==> src/rtl/dpi_pkg.sv <==
// Shared types and default widths for the DPI matcher feeder and its context store.
package dpi_pkg;

    localparam int unsigned DPI_FLOW_BITS = 4;
    localparam int unsigned DPI_STATE_W   = 11;
    localparam int unsigned DPI_OFS_W     = 16;

    typedef logic [DPI_FLOW_BITS-1:0] flow_id_t;

    typedef enum logic [1:0] {
        IDLE   = 2'd0,
        LOAD   = 2'd1,
        STREAM = 2'd2,
        SAVE   = 2'd3
    } feed_state_t;

endpackage

==> src/rtl/dpi_ctx_ram.sv <==
// Per-flow DFA context register file: one async read port, one write port,
// and a clear port that takes priority over a write to the same entry.
module dpi_ctx_ram #(
    parameter int unsigned ADDR_W = 4,
    parameter int unsigned DATA_W = 11
) (
    input  logic              clk,
    input  logic              rst,
    input  logic [ADDR_W-1:0] rd_addr,
    output logic [DATA_W-1:0] rd_data,
    input  logic              wr_en,
    input  logic [ADDR_W-1:0] wr_addr,
    input  logic [DATA_W-1:0] wr_data,
    input  logic              clr_en,
    input  logic [ADDR_W-1:0] clr_addr
);

    localparam int unsigned DEPTH = 1 << ADDR_W;

    logic [DATA_W-1:0] mem [DEPTH];

    always_ff @(posedge clk) begin
        if (rst) begin
            for (int unsigned i = 0; i < DEPTH; i++) begin
                mem[i] <= '0;
            end
        end else begin
            for (int unsigned i = 0; i < DEPTH; i++) begin
                if (clr_en && (clr_addr == ADDR_W'(i))) begin
                    mem[i] <= '0;
                end else if (wr_en && (wr_addr == ADDR_W'(i))) begin
                    mem[i] <= wr_data;
                end
            end
        end
    end

    assign rd_data = mem[rd_addr];

endmodule

==> src/rtl/dpi_flow_feeder.sv <==
// Restores a flow's DFA state into the matcher, streams the payload, reports
// matches with flow/offset, and saves the matcher's final state at end of packet.
module dpi_flow_feeder
    import dpi_pkg::*;
#(
    parameter int unsigned FLOW_BITS = DPI_FLOW_BITS,
    parameter int unsigned STATE_W   = DPI_STATE_W,
    parameter int unsigned OFS_W     = DPI_OFS_W
) (
    input  logic                 clk,
    input  logic                 rst,
    input  logic                 pkt_valid,
    output logic                 pkt_ready,
    input  logic [7:0]           pkt_data,
    input  logic                 pkt_sop,
    input  logic                 pkt_eop,
    input  logic [FLOW_BITS-1:0] pkt_flow,
    input  logic                 flow_clr,
    input  logic [FLOW_BITS-1:0] flow_clr_id,
    output logic [7:0]           char_out,
    output logic                 char_out_vld,
    output logic [STATE_W-1:0]   state_load,
    output logic                 state_load_vld,
    input  logic [STATE_W-1:0]   state_cur,
    input  logic                 accept_in,
    output logic                 match_vld,
    output logic [FLOW_BITS-1:0] match_flow,
    output logic [OFS_W-1:0]     match_offset,
    output logic                 proto_err
);

    localparam logic [OFS_W-1:0] OFS_MAX = '1;

    feed_state_t          state_q;
    feed_state_t          state_d;
    logic [FLOW_BITS-1:0] cur_flow_q;
    logic                 first_q;
    logic                 pend_clr_q;
    logic [OFS_W-1:0]     ofs_q;
    logic                 idle_drop;
    logic                 sop_err;
    logic                 ctx_we;
    logic [STATE_W-1:0]   ctx_wdata;
    logic [STATE_W-1:0]   ctx_rd;
    logic                 clr_hits_cur;

    dpi_ctx_ram #(
        .ADDR_W (FLOW_BITS),
        .DATA_W (STATE_W)
    ) u_ctx (
        .clk      (clk),
        .rst      (rst),
        .rd_addr  (cur_flow_q),
        .rd_data  (ctx_rd),
        .wr_en    (ctx_we),
        .wr_addr  (cur_flow_q),
        .wr_data  (ctx_wdata),
        .clr_en   (flow_clr),
        .clr_addr (flow_clr_id)
    );

    always_ff @(posedge clk) begin
        if (rst) begin
            state_q <= IDLE;
        end else begin
            state_q <= state_d;
        end
    end

    // Next state and handshake; ready never looks at accept_in.
    always_comb begin
        state_d      = state_q;
        pkt_ready    = 1'b0;
        char_out_vld = 1'b0;
        idle_drop    = 1'b0;
        sop_err      = 1'b0;
        case (state_q)
            IDLE: begin
                if (pkt_valid) begin
                    if (pkt_sop) begin
                        state_d = LOAD;
                    end else begin
                        pkt_ready = 1'b1;
                        idle_drop = 1'b1;
                    end
                end
            end
            LOAD: begin
                state_d = STREAM;
            end
            STREAM: begin
                if (pkt_valid && pkt_sop && !first_q) begin
                    // Leave the new sop beat pending; it opens the next packet.
                    sop_err = 1'b1;
                    state_d = IDLE;
                end else begin
                    pkt_ready = 1'b1;
                    if (pkt_valid) begin
                        char_out_vld = 1'b1;
                        if (pkt_eop) begin
                            state_d = SAVE;
                        end
                    end
                end
            end
            SAVE: begin
                state_d = IDLE;
            end
            default: begin
                state_d = IDLE;
            end
        endcase
    end

    assign char_out       = pkt_data;
    assign state_load_vld = (state_q == LOAD);
    assign state_load     = (state_q == LOAD) ? ctx_rd : '0;
    assign ctx_we         = (state_q == SAVE);
    assign ctx_wdata      = pend_clr_q ? '0 : state_cur;
    assign clr_hits_cur   = flow_clr && (flow_clr_id == cur_flow_q);

    // Per-packet bookkeeping: flow, first-beat flag, offset, pending clear.
    always_ff @(posedge clk) begin
        if (rst) begin
            cur_flow_q <= '0;
            first_q    <= 1'b0;
            ofs_q      <= '0;
            pend_clr_q <= 1'b0;
        end else begin
            if ((state_q == IDLE) && pkt_valid && pkt_sop) begin
                cur_flow_q <= pkt_flow;
            end
            if (state_q == LOAD) begin
                first_q <= 1'b1;
                ofs_q   <= '0;
            end else if (char_out_vld) begin
                first_q <= 1'b0;
                if (ofs_q != OFS_MAX) begin
                    ofs_q <= ofs_q + OFS_W'(1);
                end
            end
            if (state_q == IDLE) begin
                pend_clr_q <= 1'b0;
            end else if (((state_q == LOAD) || (state_q == STREAM)) && clr_hits_cur) begin
                pend_clr_q <= 1'b1;
            end
        end
    end

    // Registered match report and framing-error pulse.
    always_ff @(posedge clk) begin
        if (rst) begin
            match_vld    <= 1'b0;
            match_flow   <= '0;
            match_offset <= '0;
            proto_err    <= 1'b0;
        end else begin
            match_vld <= char_out_vld && accept_in;
            proto_err <= idle_drop || sop_err;
            if (char_out_vld && accept_in) begin
                match_flow   <= cur_flow_q;
                match_offset <= ofs_q;
            end
        end
    end

endmodule

==> config.mk <==
export PLATFORM = sky130hd
export DESIGN_NAME = dpi_flow_feeder
export DESIGN_NICKNAME = d
export VERILOG_FILES = /design/src/rtl/dpi_pkg.sv /design/src/rtl/dpi_ctx_ram.sv /design/src/rtl/dpi_flow_feeder.sv
export SDC_FILE = /design/constraint.sdc
export NUM_CORES = 1
export LEC_CHECK = 0
export ABC_AREA = 1
export CELL_PAD_IN_SITES_DETAIL_PLACEMENT = 0
export CELL_PAD_IN_SITES_GLOBAL_PLACEMENT = 1
export CORE_MARGIN = 2
export CORE_UTILIZATION = 48
export DETAILED_ROUTE_END_ITERATION = 7
export PLACE_DENSITY_LB_ADDON = 0.1
export SLEW_MARGIN = 20
export SYNTH_ARGS = -nofsm -noshare
export SYNTH_HDL_FRONTEND = slang
export SYNTH_SLANG_ARGS = --single-unit
==> constraint.sdc <==
create_clock -name clk -period 4.65 [get_ports clk]
set_clock_uncertainty 0.05 [all_clocks]
set_input_delay 1.395 -clock clk [delete_from_list [all_inputs] [get_ports clk]]
set_output_delay 1.395 -clock clk [all_outputs]
set_load 0.01 [all_outputs]
# == After elaboration in Yosys (flattened, before gate mapping) ==
# Memories as Yosys holds them, arrays and structs flattened. A register that Yosys moved wholly into a read port is not among the register bits.
# Cells that the tools add are included.
# word_totals
register_bits,46
ram_bits,176
in_bits,34
mem_count,1
# mem_list
name,depth,width,read_ports,rd_clocked_by_memory_dff,wr,line_no,rtl
u_ctx.mem,16,11,1,1,16,dpi_ctx_ram.sv:20,logic [DATA_W-1:0] mem [DEPTH];
# classes
add_sub_neg,1
eq_ne,39
muxes,168
bitwise_logic,32
reduce_logical,50
# ops
operator,n
11-bit two-way mux,34
1-bit two-way mux,125
"4-bit == test, second input constant",16
1-bit logical AND,39
"4-bit by 3-bit == test with 1-bit output, second input constant",8
1-bit OR,32
"16-bit by 1-bit adder with 16-bit output, second input constant",1
"4-bit by 2-bit == test with 1-bit output, second input constant",4
"16-bit != test, second input constant",1
2-bit two-way mux,5
"4-bit by 1-bit == test with 1-bit output, second input constant",2
4-bit zero test,2
4-bit two-way mux,2
2-bit one-hot mux with 4 select lines,1
"3-bit != test, second input constant",2
"2-bit == test, second input constant",2
4-bit == test,1
"2-bit != test, second input constant",2
4-bit AND reduction,1
2-bit OR reduction,2
"2-bit by 1-bit == test with 1-bit output, second input constant",1
2-bit zero test,1
1-bit logical OR,2
1-bit one-hot mux with 2 select lines,1
3 further kinds,3

# == Longest topological paths before layout ==
# logic_depth
depth_word,7
ltp_mapped,9

# == Modules after synthesis ==
# Synthesis repeated with hierarchy kept, for this count alone.
# unflattened
cells_unflattened,1382
area_unflattened_um2,11332.1
# by_module_without_submodules
mod,n_inst,cells_per_inst,area_per_inst_um2,seq_area_each_um2
dpi_ctx_ram,1,1017,8894.8,5285.1
dpi_flow_feeder,1,365,2437.3,920.9

# == Worst setup path before layout ==
# OpenSTA, ideal clock, no wires.
# synth_path
kind,in2out
start,in pkt_sop
end,out char_out_vld
t_arrival_ns,1.916
required_time_ns,3.205
path_slack_ns,1.289
stages,4
path_buffers,1
cell_sequence,nand3_1 -> nand3_2 -> inv_2 -> buf_2
# synth_between
elab_chain_cells,4
# synth_rtl
item,line_no,rtl
"start, declared",dpi_flow_feeder.sv:15,"input logic pkt_sop,"
1-bit logical AND (2 in series),dpi_flow_feeder.sv:92,if (pkt_valid && pkt_sop && !first_q) begin
1-bit two-way mux,dpi_flow_feeder.sv:92,
1-bit two-way mux,dpi_flow_feeder.sv:77,case (state_q)
"end, declared",dpi_flow_feeder.sv:21,"output logic char_out_vld,"
# Every way passes these cells.

==> summary.md <==
• **R2R setup slack** 1940 ps
• **pin count of the biggest net entering global routing** 89
• **clock tree from TritonCTS** yes
• **global routing usage summed across all routing layers** 0.248
• **part of the Yosys area used for sequential elements** 0.573
• **final weighted congestion in routability-driven placement** 0.833
• **ratio of final minimum period to clock period** 0.932
• **setup repair after global routing missed its margin** no
• **Synth Flop Type** sky130_fd_sc_hd__edfxtp_1
• **summed instance area of the synthesized netlist** 11000 sq um
• **number of flops mapped to enable cells by yosys** 176
• **via count of the first global-routing pass** 8112
• **final hold viol count** 0
• **asr flop ratio synth** 0
• **max_cap viols** 0
• **Cell Rows** 55
• **logic depth of the worst setup path including buffers** 9
• **DRT antenna net count** 0
• **die width** 155 um
• **placed insts** 1576
• **internal power** 3.73 mW
• **count of distinct cell types in the synthesized netlist** 33
• **Clock Latency Late Sink** 510 ps
• **largest fanout of any net on the critical path** 29
• **area of the placeable core** 22500 sq um
• **startpoint type of the worst setup path** flip-flop
• **residual DRC count** 0
• **Routed WL per cell** 18.1 um
• **relative slew slack** 0.369
• **fraction of power consumed by sequential logic** 0.445
• **maximum clock insertion buffer count** 3
• **number of synthesis warnings** 0
• **Total Power Consumption** 5.25 mW
• **root buffer cell** sky130_fd_sc_hd__clkbuf_16
• **startpoint of the most critical register-to-register path** state_q[0]$_SDFFE_PP0P_
• **share of the synthesized netlist area taken by xor and xnor gates** 0.00160
• **worst r2r dst** u_ctx.mem[12][1]$_SDFFCE_PP0P_
• **TritonCTS buffer count** 24
• **worst hold slack** 411 ps
• **outcome** finished, final reports clean
• **die area** 24100 sq um
• **detailed-route vias per instance** 5.24
• **starting density of the core** 0.487
• **final setup vio count** 0
• **dominant cell type by count on the critical path** sky130_fd_sc_hd__nand2_1
• **antenna cell count** 0
• **Crit Path Class** reg -> out
• **number of instances in the synthesized netlist** 1296
• **remaining global-route overflow** 0
• **Slowest-stage cell, CP** sky130_fd_sc_hd__clkdlybuf4s50_1
• **largest vdd supply drop** 0.272 mV
• **fraction of final layout cells sized beyond drive strength 1** 0.0704
• **global-route wire length before repair** 45800 um
• **via total after detailed routing** 8486
• **buffers added on ports** 61
• **crit path time final** 4330 ps
• **power density of the placed cells** 420 nW/um^2
• **LEAKAGE** 5.18 nW
• **DRT Pass-1 Iters** 5
• **area fraction in and, or, nand and nor cells after synthesis** 0.298
• **crit end category** primary output
• **hold_buf cts** 0
• **Routed Wire Length** 29300 um
• **combinational family with the most area after synthesis** simple AND/OR/NAND/NOR gates
• **number of antenna violations at the first check in global routing** 0
• **Max H-tree Level** 1
• **total number of nets in the final design** 1357
• **sink count of the clock tree** 226
• **hold depth** 2
• **die height** 155 um
• **depth of the most critical reg-to-reg path** 5
• **fraction of the mapped netlist area in compound gates** 0.0349
• **area share of fa/ha/maj cells after synthesis** 0.00684
• **Area Growth Syn to Fin** 14.0%
• **worst stage delay on the critical path** 590 ps
• **post-CTS setup buffers** 0
• **switching fraction of total power** 0.289
• **Final Max Slew Viols** 0
• **average cell area after synthesis** 8.46 sq um
• **buffers plus inverters on the worst setup path** 3
• **category of cells accounting for the largest share of critical-path delay** buffers and inverters
• **number of gates resized after CTS** 0
• **count of placed standard cells in the final layout, fillers left out** 1620
• **clock-pin transition on the worst setup and hold timing paths** 60 ps
• **path class of the lowest-slack min-delay path** reg -> reg
• **I/O pin total** 78
• **Tightest Pin Transition** 944 ps
• **multiplexer fraction of the synthesized cell area** 0
• **total of flip-flops plus latches after synthesis** 226
• **highest achievable clock rate** 231 MHz
• **portion of total power attributed to the clock network** 0.371
• **Worst Path Required** 3200 ps
• **cells along the critical path** inv_2, buf_4, nand2_1, nand2_1, nand2_1, nand3_1, nand3_1, a21oi_1, clkdlybuf4s50_1
• **number of DRC markers in iteration 0** 692
• **TNS Setup** 0 ps
• **proportion of power drawn by combinational gates** 0.184
• **critical path arrival** 2890 ps
• **WHS Endpoint** match_flow[2]$_SDFFE_PP0P_
• **origin of the worst min-delay path** match_flow[2]$_SDFFE_PP0P_
• **switching pwr** 1.51 mW
• **Synth Net Count** 1336
• **HPWL after DPL** 19400 um
[area by class of cell]
cell class	instances	area, sq um
clock inverter	9	71.3
inverter	131	492
fill	2161	10000
multi-input combinational	852	3740
timing repair buffer	82	806
tap	285	357
sequential	226	6290
clock buffer	35	744
[Yosys cell counts, types with 2 or more instances]
cell type | instances | area share
sky130_fd_sc_hd__a21oi_1 | 46 | 0.021
sky130_fd_sc_hd__a31oi_1 | 3 | 0.0017
sky130_fd_sc_hd__buf_1 | 6 | 0.0021
sky130_fd_sc_hd__buf_2 | 31 | 0.014
sky130_fd_sc_hd__buf_4 | 14 | 0.0096
sky130_fd_sc_hd__buf_6 | 4 | 0.0041
sky130_fd_sc_hd__clkbuf_1 | 32 | 0.011
sky130_fd_sc_hd__dfxtp_1 | 50 | 0.091
sky130_fd_sc_hd__edfxtp_1 | 176 | 0.48
sky130_fd_sc_hd__ha_1 | 6 | 0.0068
sky130_fd_sc_hd__inv_1 | 126 | 0.043
sky130_fd_sc_hd__inv_2 | 5 | 0.0017
sky130_fd_sc_hd__nand2_1 | 309 | 0.11
sky130_fd_sc_hd__nand2_2 | 3 | 0.0017
sky130_fd_sc_hd__nand3_1 | 170 | 0.078
sky130_fd_sc_hd__nand4_1 | 15 | 0.0086
sky130_fd_sc_hd__nand4_2 | 3 | 0.0034
sky130_fd_sc_hd__nor2_1 | 248 | 0.085
sky130_fd_sc_hd__nor2_2 | 12 | 0.0068
sky130_fd_sc_hd__nor3_1 | 3 | 0.0014
sky130_fd_sc_hd__nor3_2 | 2 | 0.0018
sky130_fd_sc_hd__o21ai_0 | 19 | 0.0087
sky130_fd_sc_hd__o21ai_1 | 2 | 0.00091
sky130_fd_sc_hd__o22ai_1 | 2 | 0.0011
[metal layers]
layer  share of wire  up-vias  track usage
met1            0.43     4012        0.323
met5               0        -            0
met4           0.020        0       0.0604
met2            0.51      208        0.445
li1                -     4222            -
met3           0.047       44       0.0259
[worst register-to-register path, cell delays in order (launching register included)]
cell	delay (ps)
sky130_fd_sc_hd__dfxtp_1	410
sky130_fd_sc_hd__ha_1	170
sky130_fd_sc_hd__inv_1	140
sky130_fd_sc_hd__nor3_1	380
sky130_fd_sc_hd__nand4_1	540
sky130_fd_sc_hd__nand3_1	650
[through the flow]
stage	worst slack, ps	util	area, sq um
2_1_floorplan	1290	-	11000
3_3_place_gp	383	0.519	11700
3_5_place_dp	380	0.519	11700
4_1_cts	298	0.556	12500
5_1_grt	142	0.556	12500
6_report	315	0.556	12500
[power by group through the flow]
stage | Clock (mW) | Combinational, mW | Sequential [mW]
2_1_floorplan | 0 | 0.615 | 2.34
3_3_place_gp | 0 | 0.958 | 2.37
3_5_place_dp | 0 | 0.961 | 2.38
4_1_cts | 1.97 | 0.966 | 2.33
5_1_grt | 2.05 | 1.06 | 2.35
6_report | 1.95 | 0.964 | 2.33
[layout by cell type, fill, tap and decap left out, drive strengths merged]
cell type and n:
buf 21, xnor2 1, clkinvlp 1, clkinv 6, dfxtp 50, or2 1, nand3 171, a31oi 3
a21oi 47, o211ai 1, nand4 18, xor2 1, clkdlybuf4s50 61, nor3 6, clkbuf 35, inv 132
bufinv 1, o21ai 21, nor2 260, nand2 313, ha 6, o22ai 2, nor4 1, edfxtp 176
[flip-flops by register name (all words and copies together), names as in the netlist, named ones only]
register	count
proto_err	1
pend_clr_q	1
u_ctx.mem	176
match_vld	1
state_q	2
match_offset	16
ofs_q	16
match_flow	4
first_q	1
cur_flow_q	4
[kinds of logic after synthesis]
logic type                 Yosys count
and+or+nand+nor                    770
DFF                                226
buffers and inverters              218
AOI/OAI and AO/OA                   74
adders and majority gates            6
xor gates and xnor gates             2
[worst max path at each step]
stage	end	from	slack, ps
floorplan	char_out_vld	pkt_sop	1290
global placement	char_out_vld	pkt_valid	380
detailed placement	char_out_vld	pkt_valid	380
CTS	state_load[10]	flip-flop	300
global route	state_load[10]	flip-flop	140
finish	state_load[10]	flip-flop	320
Power figures use the tool's default switching activity.
